[src/rtl/taglist_builder.sv]
// taglist_builder: scans per-position end codes from the sequence ROM reader
// and writes one {seq, first, last, end-of-ROM} descriptor per sequence into
// the tag-list RAM through a we/ready handshake.
module taglist_builder #(
  parameter int ADDR_W      = 10,
  parameter int SEQ_W       = 7,
  parameter int RAM_W       = 32,
  parameter int MAX_ENTRIES = 2**SEQ_W
) (
  input  logic              clk_1KHz,
  input  logic              reset,
  input  logic              start,
  input  logic              sym_valid,
  input  logic [1:0]        sym_code,
  output logic              sym_ready,
  output logic              ram_we,
  input  logic              ram_ready,
  output logic [SEQ_W-1:0]  ram_addr,
  output logic [RAM_W-1:0]  ram_data,
  output logic [SEQ_W:0]    entry_count,
  output logic [ADDR_W-1:0] pos,
  output logic              busy,
  output logic              done,
  output logic [1:0]        err
);

  typedef enum logic [1:0] {IDLE, SCAN, WRITE, DONE} state_t;

  localparam logic [ADDR_W-1:0] POS_MAX    = '1;
  localparam logic [SEQ_W:0]    FULL_COUNT = (SEQ_W+1)'(MAX_ENTRIES);

  state_t              state_q, state_d;
  logic [ADDR_W-1:0]   pos_q, pos_d;
  logic [ADDR_W-1:0]   first_q, first_d;
  logic [SEQ_W-1:0]    seq_q, seq_d;
  logic [SEQ_W:0]      entry_count_q, entry_count_d;
  logic [1:0]          err_q, err_d;
  logic [RAM_W-1:0]    desc_q, desc_d;
  logic [ADDR_W-1:0]   pos_next;
  logic                table_full;

  assign pos_next   = pos_q + 1'b1;
  assign table_full = (entry_count_q == FULL_COUNT);

  // Next-state logic: symbol consumption, descriptor latching and write handshake
  always_comb begin
    state_d       = state_q;
    pos_d         = pos_q;
    first_d       = first_q;
    seq_d         = seq_q;
    entry_count_d = entry_count_q;
    err_d         = err_q;
    desc_d        = desc_q;
    case (state_q)
      IDLE, DONE: begin
        if (start) begin
          pos_d         = '0;
          first_d       = '0;
          seq_d         = '0;
          entry_count_d = '0;
          err_d         = '0;
          state_d       = SCAN;
        end
      end
      SCAN: begin
        if (sym_valid) begin
          pos_d = pos_next;
          if (pos_q == POS_MAX) begin
            err_d[1] = 1'b1;
          end
          if (sym_code[1]) begin
            first_d = pos_next;
            if (table_full) begin
              err_d[0] = 1'b1;
              if (sym_code[0]) begin
                state_d = DONE;
              end
            end else begin
              desc_d                              = '0;
              desc_d[0]                           = sym_code[0];
              desc_d[ADDR_W:1]                    = pos_q;
              desc_d[2*ADDR_W:ADDR_W+1]           = first_q;
              desc_d[SEQ_W+2*ADDR_W:2*ADDR_W+1]   = seq_q;
              state_d                             = WRITE;
            end
          end
        end
      end
      WRITE: begin
        if (ram_ready) begin
          seq_d         = seq_q + 1'b1;
          entry_count_d = entry_count_q + 1'b1;
          state_d       = desc_q[0] ? DONE : SCAN;
        end
      end
      default: state_d = IDLE;
    endcase
  end

  // State and datapath registers with synchronous reset
  always_ff @(posedge clk_1KHz) begin
    if (reset) begin
      state_q       <= IDLE;
      pos_q         <= '0;
      first_q       <= '0;
      seq_q         <= '0;
      entry_count_q <= '0;
      err_q         <= '0;
      desc_q        <= '0;
    end else begin
      state_q       <= state_d;
      pos_q         <= pos_d;
      first_q       <= first_d;
      seq_q         <= seq_d;
      entry_count_q <= entry_count_d;
      err_q         <= err_d;
      desc_q        <= desc_d;
    end
  end

  assign sym_ready   = (state_q == SCAN);
  assign ram_we      = (state_q == WRITE);
  assign busy        = (state_q == SCAN) || (state_q == WRITE);
  assign done        = (state_q == DONE);
  assign ram_addr    = seq_q;
  assign ram_data    = desc_q;
  assign entry_count = entry_count_q;
  assign pos         = pos_q;
  assign err         = err_q;

endmodule
[config.mk]
export PLATFORM = sky130hd
export DESIGN_NAME = taglist_builder
export DESIGN_NICKNAME = d
export VERILOG_FILES = /design/src/rtl/taglist_builder.sv
export SDC_FILE = /design/constraint.sdc
export NUM_CORES = 1
export LEC_CHECK = 0
export ABC_AREA = 0
export CORE_UTILIZATION = 45
export DETAILED_ROUTE_END_ITERATION = 7
export PLACE_DENSITY_LB_ADDON = 0.12
export SLEW_MARGIN = 40
export SYNTH_ARGS = -nofsm -noshare
export SYNTH_HDL_FRONTEND = slang
export SYNTH_SLANG_ARGS = --single-unit
[constraint.sdc]
create_clock -name clk_1KHz -period 1.8 [get_ports clk_1KHz]
set_input_delay 0.27 -clock clk_1KHz [delete_from_list [all_inputs] [get_ports clk_1KHz]]
set_output_delay 0.27 -clock clk_1KHz [all_outputs]
set_load 0.005 [all_outputs]
After elaboration in Yosys (flattened, before gate mapping)
Index checks and enable logic that the tools add are counted.
Word-level totals
  register bits after elaboration: 67
  input bits: 7
  logic and storage cells: 62
Operators by class
  $add $sub $neg: 3
  eq/ne operators: 12
  multiplexer cells: 26
  bitwise logic cells: 1
  reduce and logical (&&, ||, !) cells: 12
Operators with widths (count)
  2-to-1 mux 10 bit: 4
  case mux 10 bit (2 select lines): 2
  2-to-1 mux 2 bit: 9
  2-to-1 mux 8 bit: 2
  case mux 8 bit (2 select lines): 1
  2-to-1 mux 7 bit: 2
  case mux 7 bit (2 select lines): 1
  AND reduction 4 bit: 3
  adder 10 x 1 -> 10 bit, second input constant: 1
  equality test 10 bit, second input constant: 1
  AND reduction 5 bit: 2
  adder 8 x 1 -> 8 bit, second input constant: 1
  equality test 8 bit, second input constant: 1
  adder 7 x 1 -> 7 bit, second input constant: 1
  inequality test 2 x 1 -> 1 bit, second input constant: 3
  inequality test 2 bit, second input constant: 3
  case mux 2 bit (3 select lines): 1
  AND reduction 3 bit: 2
  equality test 2 bit, second input constant: 2
  case mux 2 bit (2 select lines): 1
  nonzero test 2 bit: 2
  2-to-1 mux 1 bit: 3
  inequality test 3 bit, second input constant: 1
  equality test 2 x 1 -> 1 bit, second input constant: 1
  4 further kinds: 4

Logic depth before layout (Yosys ltp)
Gate-level depths: netlist of the first run.
  depth after elaboration: 5
  depth in mapped cells: 8
  mapped depth without buffers: 6

Worst setup path before layout of the first run
Ideal clock, no wire load.
  kind: register to register
  from: reg state_q[0]
  to: reg entry_count_q[3], in the netlist entry_count[3]
  library setup time: 70 ps
  data arrival time: 1707 ps
  required time: 1730 ps
  slack: 23 ps
  cell stages (with the launch flop): 8
  cells stage by stage: dfxtp_1 inv_1 ha_1 nand2b_1 nand3_1 buf_2 or3_1 a21oi_1
On the way
  word-level cells in the longest chain between the ends: 4
Ends and longest elaborated chain
  start, declared: RTL line 32  | state_t state_q, state_d;
  start signal, assigned: RTL line 111  | state_q <= state_d;
  equality test 2 bit / zero test 2 bit (equally long branches): RTL line 54  | case (state_q)
  OR reduction 2 bit: RTL line 54
  inequality test 2 bit (no line) / nonzero test 2 bit (equally long branches)
  AND reduction 3 bit (no line)
  end signal, assigned: RTL line 115  | entry_count_q <= entry_count_d;
  end, declared: RTL line 36  | logic [SEQ_W:0] entry_count_q, entry_count_d;
Parallel ways exist; a longest one is shown, timed or not.
A chain may end at the register's enable or synchronous reset.

Worst setup path after layout of the first run
  from: reg state_q[1]
  to: out ram_we
On the way
  word-level cells in the longest chain between the ends: 1
Ends and longest elaborated chain
  equality test 2 bit: RTL line 122  | assign ram_we = (state_q == WRITE);
  end, declared: RTL line 16  | output logic ram_we,
Every way passes these cells.

==> metrics, run 1 <==
setup TNS=0 ns; clk_skew=0.00556 ns; Crit-path slowest cell=clkdlybuf4s50_1; DRC viols=3; final setup margin=0.0490 ns; combinational power share=28.5%; worst-skew pair later-pin latency=0.35 ns; outcome=finished with violations; Worst R2R Start=state_q[0]; type of the worst setup path=register to output port; CTS Sinks=67; Synth area leader=dfxtp_1; EDFF count, synth=0; GRT overflow=0; RSZ-0062 raised after global routing=false; largest net degree at the start of global routing=36; Initial Util=47.6%; first-pass GRT wire length=12,100 um; Cells after Synth=340; Synth Cell Area=3070 sq um; vias in the first global route=2,540; Hold Crit Endpoint=ram_data[5]; Final Hold Viols=0; Root Driver=clkbuf_8; syn_area_per_cell=9.03 sq um; cts bufs inserted=9; DIE WIDTH=84.6 um; PwrDens=856 nW/um^2; top cells by area, synth=dfxtp_1 (44%), mux2i_1 (11%), nor2_1 (5.6%); yosys warns=0; Fmax=0.571 GHz; Max VDD drop=582 uV; WHS Path Cells=2; CP cell instances=ha_4 > buf_4 > clkdlybuf4s50_1; Leak Pwr=1.51 nW; layout cells sized above 1=15.6%; Psw=0.00114 W; CP startpoint kind=register; Core ar.=6460 sq um; Setup Viol. Count Final=0; Worst setup EP type=output port; # IOs=70; initial antenna violation count=0; 1st-iter DRT viols=148; n_diodes=0; Async S/R FF share, synth=0%; CTS H-tree lvls=3; Area growth, synth to finish=38.3%; final slew viol count=0; Reg power frac=42.4%; maximum fanout along the worst path=4; sequential area share after synthesis=43.7%; total track usage=21.6%; predominant post-synthesis flop cell=dfxtp_1; std cell rows=29; max incr delay on CP=0.49 ns; port bufs=65; Reg2Reg Setup Slack=0.09 ns; Die Y=84.6 um; final worst path period need=1.75 ns; CP required=1.53 ns; CTS Buffer Depth=2; Place WS=-0.0687 ns; GP Congestion=0.884; top-count cell post-synth=dfxtp_1; worst-case reg-to-reg path depth=8; post-DR vias/cell=5.36; post-route ant nets=0; hold_sp=reset; Yosys top cell area share=43.7%; Hold WC Path Type=input port to register; failing checks=design-rule violations; number of max-cap violations=0; Final HPWL DP=5120 um; Via Count=2,754; drt first pass iters=8; cts hold-fix bufs=0; total wire length=7420 um; number of distinct library cells after synthesis=50; Worst-path clk slew=0.07 ns; Clk pwr share=29.1%; TritonCTS clock tree=yes; Sw Ratio=31.3%; Internal=0.00250 W; WL/cell=14.4 um; #FFs+latches synth=67; fin nets=446; top post-synthesis cells by count=dfxtp_1 (67), nor2_1 (46), mux2i_1 (33); die area=7160 sq um; CP Data Arrival Time=1.48 ns; fin crit share=97.3%; reg-to-reg endpoint=pos[5]
==> worst max-delay path by stage <==
| stage | startpoint | to | slack [ns] | cells after the start |
|---|---|---|---|---|
| 6_report | state_q[1] | ram_we | 0.05 | 3 |
| 3_5_place_dp | start | ram_addr[3] | -0.07 | 6 |
| 3_3_place_gp | start | ram_addr[3] | -0.04 | 6 |
| 5_1_grt | state_q[0] | pos[5] | 0.02 | 8 |
| 2_1_floorplan | state_q[0] | entry_count[3] | 0.02 | 7 |
| 4_1_cts | state_q[0] | ram_we | 0.01 | 4 |
==> through the flow <==
step,instances,power (W),hold WS (ns),util [%],area (sq um)
floorplan,343,0.00210,0.417,-,3080
global placement,493,0.00247,0.449,61.8,3990
detailed placement,493,0.00248,0.448,61.8,3990
CTS,509,0.00355,0.302,64.7,4180
global route,514,0.00381,0.338,65.8,4250
finish,514,0.00364,0.318,65.8,4250
==> state kept, by name, indices dropped and copies added (netlist names) <==
register     cells
first_q         10
state_q          2
entry_count      8
pos             10
ram_addr         7
ram_data        28
err              2
==> worst max-delay path: cells and delay by family, from the launching register on <==
kind       cells  cell delay (ns)
buf+inv        2             0.61
flops          1             0.37
fa+ha+maj      1             0.15
==> power by group through the flow <==
stage	combinational (W)	sequential (W)	clock [W]
global route	0.00112	0.00154	0.00115
CTS	0.000924	0.00154	0.00108
global placement	0.000902	0.00157	0
floorplan	0.000528	0.00157	0
detailed placement	0.000905	0.00157	0
finish	0.00104	0.00154	0.00106
==> cell type report <==
class	instances	area, sq um
well taps	77	96.3
multi-input cells	243	1640
clock buffers	11	131
flip-flops and latches	67	1340
clock inverters	5	30.0
inverters	10	37.5
fillers	545	2210
repair buffers	101	967
==> repair_timing <==
item	CTS	global route
pin swaps	0	1
endpoints found under the setup margin	3	13
resized for setup	6	8
setup buffers	0	5
==> routing by layer <==
metal | global-route usage [%] | up-vias | wire [um]
met4 | 11.4 | 0 | 121
met1 | 30.0 | 1280 | 3660
met2 | 31.1 | 80 | 3210
met5 | 0 | - | 0
li1 | - | 1383 | -
met3 | 5.11 | 11 | 421
==> cell usage in the layout, fill, tap and decap left out, types with 4 or more instances in the layout <==
cell type        count
xnor2_1              4
nor3_1               5
clkbuf_8             9
buf_4               31
o21ai_0             14
and3_1               4
nor2b_1              4
ha_1                 5
a21oi_1             20
clkdlybuf4s50_1     62
nor2_1              46
nand3b_1             5
mux2i_1             32
nand3_1             11
buf_12               4
nor3b_1              4
nand2_1             19
inv_1                9
conb_1               4
nand4_1              4
or3_1                9
nand2b_1             8
dfxtp_1             65
==> kinds of logic (layout without fill, tap and decap cells) <==
logic type	Yosys count	in the layout	synth area share (%)
adder cells (fa/ha/maj)	7	7	2.85
multiplexers	33	33	10.8
AND/OR/NAND/NOR	133	133	23.0
buffers and inverters	33	127	5.42
flip-flops	67	67	43.7
other	1	4	0.122
AO/OA/AOI/OAI	60	60	12.5
XOR/XNOR	6	6	1.71
(Power assumes the default switching activity.)
==> run 2, diff against run 1 <==
Settings changed: CORE_UTILIZATION 45 to 50, DONT_BUFFER_PORTS from default to 1.
Clock period 1.8 ns to 2.1 ns, I/O delays scaled along.
==> metrics, run 2 (synthesis results as in run 1) <==
outcome=completed; post-route ant nets=0 (unchanged); type of the worst setup path=register to register; TritonCTS clock tree=yes; largest net degree at the start of global routing=63 (+75%); std cell rows=28 (-3.4%); first-pass GRT wire length=10,900 um (-10%); # IOs=70 (unchanged); Worst setup EP type=register; CTS H-tree lvls=3 (unchanged); Least-Margin Pin Slew=0.497 ns; cts bufs inserted=9 (unchanged); WL/cell=15.9 um (+10%); final worst path period need=2.00 ns; Leak Pwr=1.14 nW (-24%); Worst-path clk slew=0.08 ns (about the same); Setup Viol. Count Final=0 (unchanged); CP cell instances=inv_1 > ha_1 > nand2b_1 > nand4b_4 > or4_1 > a21oi_1; worst rel slew slack=66.4%; Max VDD drop=450 uV (-23%); total wire length=6680 um (-9.9%); cell area after layout=3360 sq um (-21%); CTS Buffer Depth=2 (unchanged); Post-CTS Setup Bufs=0 (unchanged); 1st-iter DRT viols=117 (-21%); max reg flops=28 (unchanged); commonest non-fill, non-tap cells in the layout=dfxtp_1 (67), nor2_1 (46), mux2i_1 (32), a21oi_1 (20), nand2_1 (19); Area growth, synth to finish=9.37%; CP startpoint kind=register; n_diodes=0 (unchanged); number of max-cap violations=0 (unchanged); worst-skew pair later-pin latency=0.34 ns (about the same); maximum fanout along the worst path=8 (+4); Core ar.=5920 sq um (-8.3%); CP bufs+invs=1 (-1); Final Core Density=56.7% (-9.0 points); GP Congestion=0.890 (+0.74%); Post-DP Area=3150 sq um (-21%); Root Driver=clkbuf_8; Crit-path slowest cell=or4_1; CP required=2.38 ns (+0.85 ns); DRC viols=0 (-3); layout cells sized above 1=11.0% (-4.6 points); Via Count=2,393 (-13%); fin crit share=95.4%; Top delay family on crit path=simple AND/OR/NAND/NOR gates; Die Y=80.4 um (-5.0%); Hold WC Path Type=input port to register; total track usage=22.3% (+0.68 points); drt first pass iters=4 (-4); GRT overflow=0 (unchanged); RSZ-0062 raised after global routing=true; cts hold-fix bufs=0 (unchanged); initial antenna violation count=0 (unchanged); Initial Util=51.9% (+4.3 points); clk_skew=0.00750 ns (+0.00194 ns); port bufs=0 (-100%); CP Data Arrival Time=2.28 ns (+0.80 ns); Final HPWL DP=4680 um (-8.7%); die area=6460 sq um (-9.8%); most common library cell in the layout ignoring fill and taps=dfxtp_1; Final Hold Viols=0 (unchanged); fin nets=355 (-20%); Fmax=0.499 GHz; Power, Total=0.00290 W (-20%); CTS Sinks=67 (unchanged); DIE WIDTH=80.4 um (-5.0%); final slew viol count=0 (unchanged); vias in the first global route=2,281 (-10%); hold_ws=0.0334 ns (-0.284 ns); layout filler cell count=541 (-0.73%); max incr delay on CP=0.50 ns (about the same); PwrDens=864 nW/um^2 (+0.95%); post-DR vias/cell=5.68 (+6.1%)
-- run 2: changes by cell type in the layout (fill, tap and decap cells not counted), sizes merged --
cell / before / now
dlygate4sd2: 2 / 0
buf: 37 / 10
clkinvlp: 2 / 3
clkdlybuf4s50: 62 / 0
clkinv: 3 / 1
inv: 10 / 11
-- run 2: worst register-to-register path, cell delays in order, from the launching register on --
cell and delay [ns]:
dfxtp_1 0.39, inv_1 0.06, ha_1 0.37, nand2b_1 0.28, nand4b_4 0.20, or4_1 0.50
a21oi_1 0.14
-- run 2: layer usage --
metal	up-vias	GRT usage, %	share of wire [%]
met5	-	0	0
met4	0	10.4	2.5
met3	15	8.52	6.5
met2	74	36.3	48
met1	1098	25.6	43
li1	1206	-	-
-- run 2: layout make-up --
cell class,instances,area (sq um),area share [%]
well taps,75,93.8,2.79
repair buffers,10,87.6,2.61
inverters,10,37.5,1.12
flip-flops and latches,67,1340,39.9
clock inverters,5,36.3,1.08
clock buffers,11,151,4.51
multi-input cells,243,1610,48.0
-- run 2: final timing paths --
check	startpoint	slack (ns)	endpoint	cells past startpoint
setup / recovery	state_q[0]	0.1	entry_count[7]	6
hold / removal	reset	0.03	ram_data[14]	1
setup reg to reg	state_q[0]	0.1	entry_count[7]	6
hold reg to reg	first_q[3]	0.47	first_q[3]	2
-- run 2: repair_timing --
item,CTS,global route
gates resized for setup,1,4
endpoints found under the setup margin,2,24
pin swaps,0,0
-- run 2: per-stage QoR --
stage,setup slack [ns],setup TNS (ns),cells
after floorplan,0.323,0,343
after global placement,0.0851,0,405
after detailed placement,-0.0390,-0.0567,405
after CTS,0.00365,0,421
after global routing,-0.0570,-0.194,421
final,0.0976,0,421
-- run 2: power by group --
part,internal (W),total (W),switching [W]
clock network,0.000494,0.00101,0.000511
logic,0.000205,0.000571,0.000366
registers,0.00130,0.00133,0.0000274
total,0.00200,0.00290,0.000905
==> run 3, diff against run 2 <==
Settings changed: GPL_ROUTABILITY_DRIVEN from default to 0.
==> results of run 3 <==
The final DEF is identical to that of run 2; final timing and power are the same.
